File: config.mk
export PLATFORM = sky130hd
export DESIGN_NAME = alu_seq
export DESIGN_NICKNAME = d
export VERILOG_FILES = /design/src/rtl/alu_pkg.sv /design/src/rtl/alu_mul_iter.sv /design/src/rtl/alu_seq.sv
export SDC_FILE = /design/constraint.sdc
export NUM_CORES = 1
export LEC_CHECK = 0
export BUFFER_PORTS_ARGS = -buffer_cell sky130_fd_sc_hd__buf_2
export CORE_UTILIZATION = 45
export DETAILED_ROUTE_END_ITERATION = 16
export GPL_ROUTABILITY_DRIVEN = 0
export GPL_TIMING_DRIVEN = 1
export PLACE_DENSITY = 0.62
export SLEW_MARGIN = 25
export SYNTH_ARGS = -nofsm -noshare
export SYNTH_HDL_FRONTEND = slang
export SYNTH_SLANG_ARGS = --single-unit
File: constraint.sdc
create_clock -name clk -period 5.4 [get_ports clk]
set_input_delay 0.54 -clock clk [delete_from_list [all_inputs] [get_ports clk]]
set_output_delay 0.54 -clock clk [all_outputs]
set_load 0.1 [all_outputs]
File: src/rtl/alu_pkg.sv
// Shared definitions for the sequential ALU: mode codes, select codes and FSM states.
package alu_pkg;

  localparam logic [1:0] MODE_ARITH = 2'b00;
  localparam logic [1:0] MODE_LOGIC = 2'b01;
  localparam logic [1:0] MODE_MUL   = 2'b10;
  localparam logic [1:0] MODE_RSVD  = 2'b11;

  localparam logic [3:0] ARITH_A    = 4'h0;
  localparam logic [3:0] ARITH_ADD  = 4'h1;
  localparam logic [3:0] ARITH_SUB  = 4'h2;
  localparam logic [3:0] ARITH_RSUB = 4'h3;
  localparam logic [3:0] ARITH_DBL  = 4'h4;
  localparam logic [3:0] ARITH_DEC  = 4'h5;
  localparam logic [3:0] ARITH_AND  = 4'h6;
  localparam logic [3:0] ARITH_OR   = 4'h7;

  localparam logic [3:0] LOGIC_NOT_A   = 4'h0;
  localparam logic [3:0] LOGIC_NOR     = 4'h1;
  localparam logic [3:0] LOGIC_NA_AND_B = 4'h2;
  localparam logic [3:0] LOGIC_ZERO    = 4'h3;
  localparam logic [3:0] LOGIC_NAND    = 4'h4;
  localparam logic [3:0] LOGIC_NOT_B   = 4'h5;
  localparam logic [3:0] LOGIC_XOR     = 4'h6;
  localparam logic [3:0] LOGIC_A_AND_NB = 4'h7;
  localparam logic [3:0] LOGIC_NA_OR_B = 4'h8;
  localparam logic [3:0] LOGIC_XNOR    = 4'h9;
  localparam logic [3:0] LOGIC_B       = 4'hA;
  localparam logic [3:0] LOGIC_AND     = 4'hB;
  localparam logic [3:0] LOGIC_ONES    = 4'hC;
  localparam logic [3:0] LOGIC_A_OR_NB = 4'hD;
  localparam logic [3:0] LOGIC_OR      = 4'hE;
  localparam logic [3:0] LOGIC_A       = 4'hF;

  localparam logic [3:0] MUL_UNSIGNED = 4'h0;

  typedef enum logic {
    ST_IDLE = 1'b0,
    ST_BUSY = 1'b1
  } state_t;

endpackage

File: src/rtl/alu_mul_iter.sv
// Iterative shift-add unsigned multiplier: one multiplier bit per clock, WIDTH steps.
// done is asserted in the cycle the final product is presented on product; after
// the last step the product is held until the parent takes it.
module alu_mul_iter #(
  parameter int WIDTH = 16
) (
  input  logic               clk,
  input  logic               rst,
  input  logic               start,
  input  logic [WIDTH-1:0]   a,
  input  logic [WIDTH-1:0]   b,
  input  logic               take,
  output logic               done,
  output logic [2*WIDTH-1:0] product
);

  localparam int CW = $clog2(WIDTH + 1);

  logic [2*WIDTH-1:0] mcand;
  logic [WIDTH-1:0]   mplier;
  logic [2*WIDTH-1:0] acc;
  logic [2*WIDTH-1:0] acc_step;
  logic [CW-1:0]      cnt;
  logic               active;

  assign acc_step = acc + (mplier[0] ? mcand : '0);

  // Latch operands on start, then add-and-shift once per cycle until the counter expires.
  always_ff @(posedge clk) begin
    if (rst) begin
      mcand  <= '0;
      mplier <= '0;
      acc    <= '0;
      cnt    <= '0;
      active <= 1'b0;
    end else if (start) begin
      mcand  <= {{WIDTH{1'b0}}, a};
      mplier <= b;
      acc    <= '0;
      cnt    <= CW'(WIDTH);
      active <= 1'b1;
    end else begin
      if (take) begin
        active <= 1'b0;
      end
      if (active && (cnt != '0)) begin
        acc    <= acc_step;
        mcand  <= mcand << 1;
        mplier <= mplier >> 1;
        cnt    <= cnt - CW'(1);
      end
    end
  end

  // Final product is the in-flight step on the last count, or the held accumulator afterwards.
  always_comb begin
    done    = active && (cnt <= CW'(1));
    product = (cnt == '0) ? acc : acc_step;
  end

endmodule

File: src/rtl/alu_seq.sv
// Sequential ALU with valid/ready handshakes: single-cycle arithmetic/logic ops and an
// optional multi-cycle unsigned multiply, results held in a registered output stage.
module alu_seq
  import alu_pkg::*;
#(
  parameter int WIDTH  = 16,
  parameter int MUL_EN = 1
) (
  input  logic             clk,
  input  logic             rst,
  input  logic             in_valid,
  output logic             in_ready,
  input  logic [1:0]       mode,
  input  logic [3:0]       select,
  input  logic             carry_in,
  input  logic [WIDTH-1:0] in_a,
  input  logic [WIDTH-1:0] in_b,
  output logic             out_valid,
  input  logic             out_ready,
  output logic [WIDTH-1:0] alu_out,
  output logic [WIDTH-1:0] alu_out_hi,
  output logic             carry_out,
  output logic             overflow,
  output logic             zero,
  output logic             compare,
  output logic             err
);

  state_t state, state_nxt;

  logic               res_free;
  logic               accept;
  logic               is_mul_op;
  logic               mul_start;
  logic               mul_take;
  logic               mul_done;
  logic [2*WIDTH-1:0] mul_prod;
  logic               cmp_lat;

  logic [WIDTH-1:0]   op1, op2;
  logic               ovf_chk;
  logic [WIDTH:0]     sum;

  logic [WIDTH-1:0]   c_out;
  logic               c_carry, c_ovf, c_zero, c_cmp, c_err;

  assign res_free  = !out_valid || out_ready;
  assign is_mul_op = (MUL_EN != 0) && (mode == MODE_MUL) && (select == MUL_UNSIGNED);

  alu_mul_iter #(.WIDTH(WIDTH)) u_mul (
    .clk     (clk),
    .rst     (rst),
    .start   (mul_start),
    .a       (in_a),
    .b       (in_b),
    .take    (mul_take),
    .done    (mul_done),
    .product (mul_prod)
  );

  // Adder operand selection for the arithmetic codes; ovf_chk marks codes with signed overflow.
  always_comb begin
    op1     = '0;
    op2     = '0;
    ovf_chk = 1'b0;
    case (select)
      ARITH_A:    begin op1 = in_a;        op2 = '0;                       end
      ARITH_ADD:  begin op1 = in_a;        op2 = in_b;        ovf_chk = 1'b1; end
      ARITH_SUB:  begin op1 = in_a;        op2 = ~in_b;       ovf_chk = 1'b1; end
      ARITH_RSUB: begin op1 = ~in_a;       op2 = in_b;        ovf_chk = 1'b1; end
      ARITH_DBL:  begin op1 = in_a;        op2 = in_a;        ovf_chk = 1'b1; end
      ARITH_DEC:  begin op1 = in_a;        op2 = '1;          ovf_chk = 1'b1; end
      ARITH_AND:  begin op1 = in_a & in_b; op2 = '0;                       end
      ARITH_OR:   begin op1 = in_a | in_b; op2 = '0;                       end
      default:    begin op1 = '0;          op2 = '0;                       end
    endcase
  end

  assign sum = {1'b0, op1} + {1'b0, op2} + {{WIDTH{1'b0}}, carry_in};

  // Single-cycle result and flags; reserved encodings force a zero result with err set.
  always_comb begin
    c_out   = '0;
    c_carry = 1'b0;
    c_ovf   = 1'b0;
    c_err   = 1'b0;
    case (mode)
      MODE_ARITH: begin
        if (select[3]) begin
          c_err = 1'b1;
        end else begin
          c_out   = sum[WIDTH-1:0];
          c_carry = sum[WIDTH];
          c_ovf   = ovf_chk && (op1[WIDTH-1] == op2[WIDTH-1]) &&
                    (sum[WIDTH-1] != op1[WIDTH-1]);
        end
      end
      MODE_LOGIC: begin
        case (select)
          LOGIC_NOT_A:    c_out = ~in_a;
          LOGIC_NOR:      c_out = ~(in_a | in_b);
          LOGIC_NA_AND_B: c_out = ~in_a & in_b;
          LOGIC_ZERO:     c_out = '0;
          LOGIC_NAND:     c_out = ~(in_a & in_b);
          LOGIC_NOT_B:    c_out = ~in_b;
          LOGIC_XOR:      c_out = in_a ^ in_b;
          LOGIC_A_AND_NB: c_out = in_a & ~in_b;
          LOGIC_NA_OR_B:  c_out = ~in_a | in_b;
          LOGIC_XNOR:     c_out = ~(in_a ^ in_b);
          LOGIC_B:        c_out = in_b;
          LOGIC_AND:      c_out = in_a & in_b;
          LOGIC_ONES:     c_out = '1;
          LOGIC_A_OR_NB:  c_out = in_a | ~in_b;
          LOGIC_OR:       c_out = in_a | in_b;
          default:        c_out = in_a;
        endcase
      end
      default: begin
        // Multiply with an unsupported select, multiply disabled, or mode 11.
        c_err = 1'b1;
      end
    endcase
    c_zero = !c_err && (c_out == '0);
    c_cmp  = !c_err && (in_a == in_b);
  end

  // FSM state register.
  always_ff @(posedge clk) begin
    if (rst) begin
      state <= ST_IDLE;
    end else begin
      state <= state_nxt;
    end
  end

  // FSM next-state: enter BUSY on an accepted multiply, leave once the product is stored.
  always_comb begin
    state_nxt = state;
    case (state)
      ST_IDLE: if (accept && is_mul_op)  state_nxt = ST_BUSY;
      ST_BUSY: if (mul_done && res_free) state_nxt = ST_IDLE;
      default: state_nxt = ST_IDLE;
    endcase
  end

  // FSM outputs: handshake and multiplier control.
  always_comb begin
    in_ready  = (state == ST_IDLE) && res_free;
    accept    = in_valid && in_ready;
    mul_start = accept && is_mul_op;
    mul_take  = (state == ST_BUSY) && mul_done && res_free;
  end

  // Result register: new single-cycle result, finished product, or drain on output transfer.
  always_ff @(posedge clk) begin
    if (rst) begin
      out_valid  <= 1'b0;
      alu_out    <= '0;
      alu_out_hi <= '0;
      carry_out  <= 1'b0;
      overflow   <= 1'b0;
      zero       <= 1'b0;
      compare    <= 1'b0;
      err        <= 1'b0;
      cmp_lat    <= 1'b0;
    end else begin
      if (mul_start) begin
        cmp_lat <= (in_a == in_b);
      end
      if (accept && !is_mul_op) begin
        out_valid  <= 1'b1;
        alu_out    <= c_out;
        alu_out_hi <= '0;
        carry_out  <= c_carry;
        overflow   <= c_ovf;
        zero       <= c_zero;
        compare    <= c_cmp;
        err        <= c_err;
      end else if (mul_take) begin
        out_valid  <= 1'b1;
        alu_out    <= mul_prod[WIDTH-1:0];
        alu_out_hi <= mul_prod[2*WIDTH-1:WIDTH];
        carry_out  <= |mul_prod[2*WIDTH-1:WIDTH];
        overflow   <= 1'b0;
        zero       <= (mul_prod == '0);
        compare    <= cmp_lat;
        err        <= 1'b0;
      end else if (out_valid && out_ready) begin
        out_valid <= 1'b0;
      end
    end
  end

endmodule

==> impl_metrics.env <==
export IMPL_drt_iter0_drc=1721
export IMPL_clock_skew_ns=0.01507
export IMPL_synth_top_area_share=0.2037
export IMPL_p_sw_frac=0.3307
export IMPL_cts_root_buffer_cell="clkbuf_16"
export IMPL_cp_slowest_cell="o41ai_1"
export IMPL_cts_hold_buf=0
export IMPL_clkTransAtPathRegs_ns=0.06
export IMPL_hold_viol_final=0
export IMPL_start_util=0.4595
export IMPL_tightest_slew_ns=1.062
export IMPL_detail_route_antenna_nets=0
export IMPL_crit_chain="buf_2 -> inv_1 -> buf_4 -> o21ai_0 -> a21oi_1 -> nor2_1 -> fa_1 -> inv_1 -> fa_1 -> nor2b_1 -> o31a_1 -> o211a_1 -> o41ai_1 -> xor2_1 -> o22ai_1 -> nor4_1 -> nand4_1 -> o21ai_0 -> a21o_1"
export IMPL_postCtsSetupBuffers=0
export IMPL_p_int_mw=1.860
export IMPL_fin_area_um2=13590
export IMPL_worstPathMaxFanout=39
export IMPL_grt_pass1_vias=12330
export IMPL_place_hpwl_um=33490
export IMPL_p_seq_frac=0.340
export IMPL_post_drt_via_cell_ratio=6.440
export IMPL_critPathRequiredTime_ns=5.77
export IMPL_cts_resized=0
export IMPL_cts_tree="built"
export IMPL_synth_area_leader_cell="dfxtp_1"
export IMPL_fill_cells=2720
export IMPL_maxCapViolations=0
export IMPL_power_mw=2.779
export IMPL_drive_above_1_share=0.1048
export IMPL_grt_start_max_net_pins=80
export IMPL_regArea_um2=2522
export IMPL_syn_area_um2=12380
export IMPL_grt_overflow=0
export IMPL_grt_usage=0.3179
export IMPL_crit_path_end_kind="flip-flop"
export IMPL_cts_sinks=126
export IMPL_coreArea_um2=26950
export IMPL_drtPass1Iterations=7
export IMPL_num_vias=13700
export IMPL_fp_dieArea_um2=28190
export IMPL_p_per_area_nw_per_um2=204.4
export IMPL_ys_warn_count=0
export IMPL_synth_nets=1931
export IMPL_cts_htree_levels=4
export IMPL_setup_tns_ns=0
export IMPL_antenna_found_initial=1
export IMPL_synthArstFlopShare=0
export IMPL_die_width_um=167.9
export IMPL_setup_violations=0
export IMPL_crit_type="input port to flip-flop"
export IMPL_yosysSeqAreaShare=0.2037
export IMPL_layout_min_cycle_time_ns=4.380
export IMPL_routed_wl_um=45630
export IMPL_ys_top_cells_by_area="dfxtp_1, ha_1, nand2_1"
export IMPL_die_y_um=167.9
export IMPL_synth_cell_types=86
export IMPL_ys_ff_latch=126
export IMPL_crit_path_start_kind="input port"
export IMPL_drv_slew=0
export IMPL_ir_worst_vdd_mv=0.1760
export IMPL_rsz0062_at_grt="no"
export IMPL_min_period_over_period=0.8111
export IMPL_multi_input_area_um2=9126
export IMPL_cp_arrival_ns=4.75
export IMPL_io_pins=82
export IMPL_max_stage_delay_ns=0.50
export IMPL_synth_edf_count=0
export IMPL_max_freq_ghz=0.2283
export IMPL_syn_inst=1772
export IMPL_placed_area_um2=12980
export IMPL_io_buffers=81
export IMPL_nNetsFinal=1931
export IMPL_syn_area_per_cell_um2=6.989
export IMPL_cts_buffers=17
export IMPL_hold_path_class="input port to flip-flop"
export IMPL_cts_max_path_buffers=2
export IMPL_num_rows=60
export IMPL_relSlewSlack=0.2917
export IMPL_synthFlopType="dfxtp_1"
export IMPL_clk_latency_ns=0.43
export IMPL_syn_to_final_growth_pct=9.750
export IMPL_p_leak_nw=5.370
export IMPL_switching_power_mw=0.9188
export IMPL_wl_per_cell_um=21.45
export IMPL_drcViolationCount=0
export IMPL_pwr_share_comb=0.216
export IMPL_hold_slack_ns=0.4491
export IMPL_outcome="finished, final reports clean"
export IMPL_grt_pass1_wl_um=70370
export IMPL_clkPwrFrac=0.444
## per-layer routing
| metal | routed length, um | part of all wire | track usage | vias to the layer above |
|---|---|---|---|---|
| met3 | 4937 | 0.11 | 0.05360 | 113 |
| met5 | 0 | 0 | 0 | - |
| li1 | - | - | - | 6403 |
| met4 | 1644 | 0.036 | 0.1241 | 0 |
| met1 | 21130 | 0.46 | 0.4780 | 6415 |
| met2 | 17920 | 0.39 | 0.4428 | 766 |
## cell usage in the layout, fill, tap and decap left out, types with 14 or more instances in the layout
cell and count:
nand2_1 278, a21oi_1 185, nor2_1 184, dfxtp_1 126, ha_1 113, o21ai_0 104, buf_2 80, inv_1 59
and2_1 39, buf_4 37, a311oi_1 32, nor3_1 29, a211oi_1 28, o211ai_1 27, nand2b_1 23, mux2i_1 23
xnor2_1 22, o22ai_1 21, o21a_1 20, xor2_1 20, nand3_1 19, a31oi_1 18, or3_1 17, clkbuf_16 17
nor2b_1 16, nand4_1 16, nor4_1 14
## critical path, delay by kind of cell
| family | cells | cell delay [ns] |
|---|---|---|
| buffers and inverters | 4 | 0.83 |
| XOR/XNOR | 1 | 0.22 |
| AND/OR/NAND/NOR | 4 | 0.71 |
| AO/OA/AOI/OAI | 8 | 1.81 |
| adder cells (fa/ha/maj) | 2 | 0.63 |
## logic make-up after synthesis
logic type                 Yosys count  share of synthesized area
AOI/OAI and AO/OA                  579                     0.3091
xor gates and xnor gates            42                    0.02970
adders and majority gates          116                     0.1190
buffers and inverters              196                    0.06072
DFF                                126                     0.2037
muxes                               28                    0.02495
and+or+nand+nor                    685                     0.2529
## synthesized netlist by cell type, drive strengths merged, types with 10 or more instances
cell	n
a31oi	18
ha	113
mux2i	23
o221ai	11
nor3	29
a22oi	10
xnor2	22
nor2	185
xor2	20
dfxtp	126
nand2	279
and3	10
or3	17
nand3	20
o21ai	107
o211ai	27
nor2b	17
inv	59
a21o	11
o21a	20
nand4	16
nand2b	24
clkbuf	110
and2	41
a211oi	28
a311oi	32
nor4	15
buf	26
a221oi	12
o22ai	21
a21oi	185
## path summary, 6_finish.rpt
check | depth (start not counted) | slack, ns | from | end
min reg2reg | 2 | 0.45 | overflow | overflow
min | 3 | 0.45 | in_b[15] | u_mul.mplier[15]
max reg2reg | 13 | 1.17 | u_mul.mplier[0] | carry_out
max | 19 | 1.02 | select[0] | zero
## power groups by stage
stage | Clock [mW] | Combinational (mW) | Sequential [mW]
floorplan | 0 | 0.337 | 1.02
global placement | 0 | 0.575 | 0.966
detailed placement | 0 | 0.575 | 0.966
CTS | 1.25 | 0.578 | 0.945
global route | 1.29 | 0.636 | 0.946
finish | 1.23 | 0.599 | 0.945
## state kept, by name, summed over array words and instances, names as in the netlist
signal        cells
alu_out          16
u_mul.mcand      32
alu_out_hi       16
u_mul.cnt         5
err               1
u_mul.mplier     16
state             1
zero              1
overflow          1
carry_out         1
cmp_lat           1
u_mul.acc        32
out_valid         1
compare           1
u_mul.active      1
## stage by stage
| step | std cells | utilization | setup slack, ns |
|---|---|---|---|
| finish | 2127 | 0.5043 | 1.020 |
| global route | 2125 | 0.5041 | 0.7183 |
| CTS | 2125 | 0.5041 | 1.213 |
| detailed placement | 2094 | 0.4816 | 0.7998 |
| global placement | 2094 | 0.4814 | 0.8730 |
| floorplan | 1772 | - | 0.8198 |
## layout make-up
type | instances | share of cell area
Antenna cell | 2 | 0.0003682
Clock buffer | 17 | 0.03130
Clock inverter | 14 | 0.01344
Inverter | 60 | 0.01657
Multi-Input combinational cell | 1450 | 0.6715
Sequential cell | 126 | 0.1856
Tap cell | 341 | 0.03139
Timing Repair Buffer | 117 | 0.04989
No activity file was read; power rests on OpenSTA's default activity.
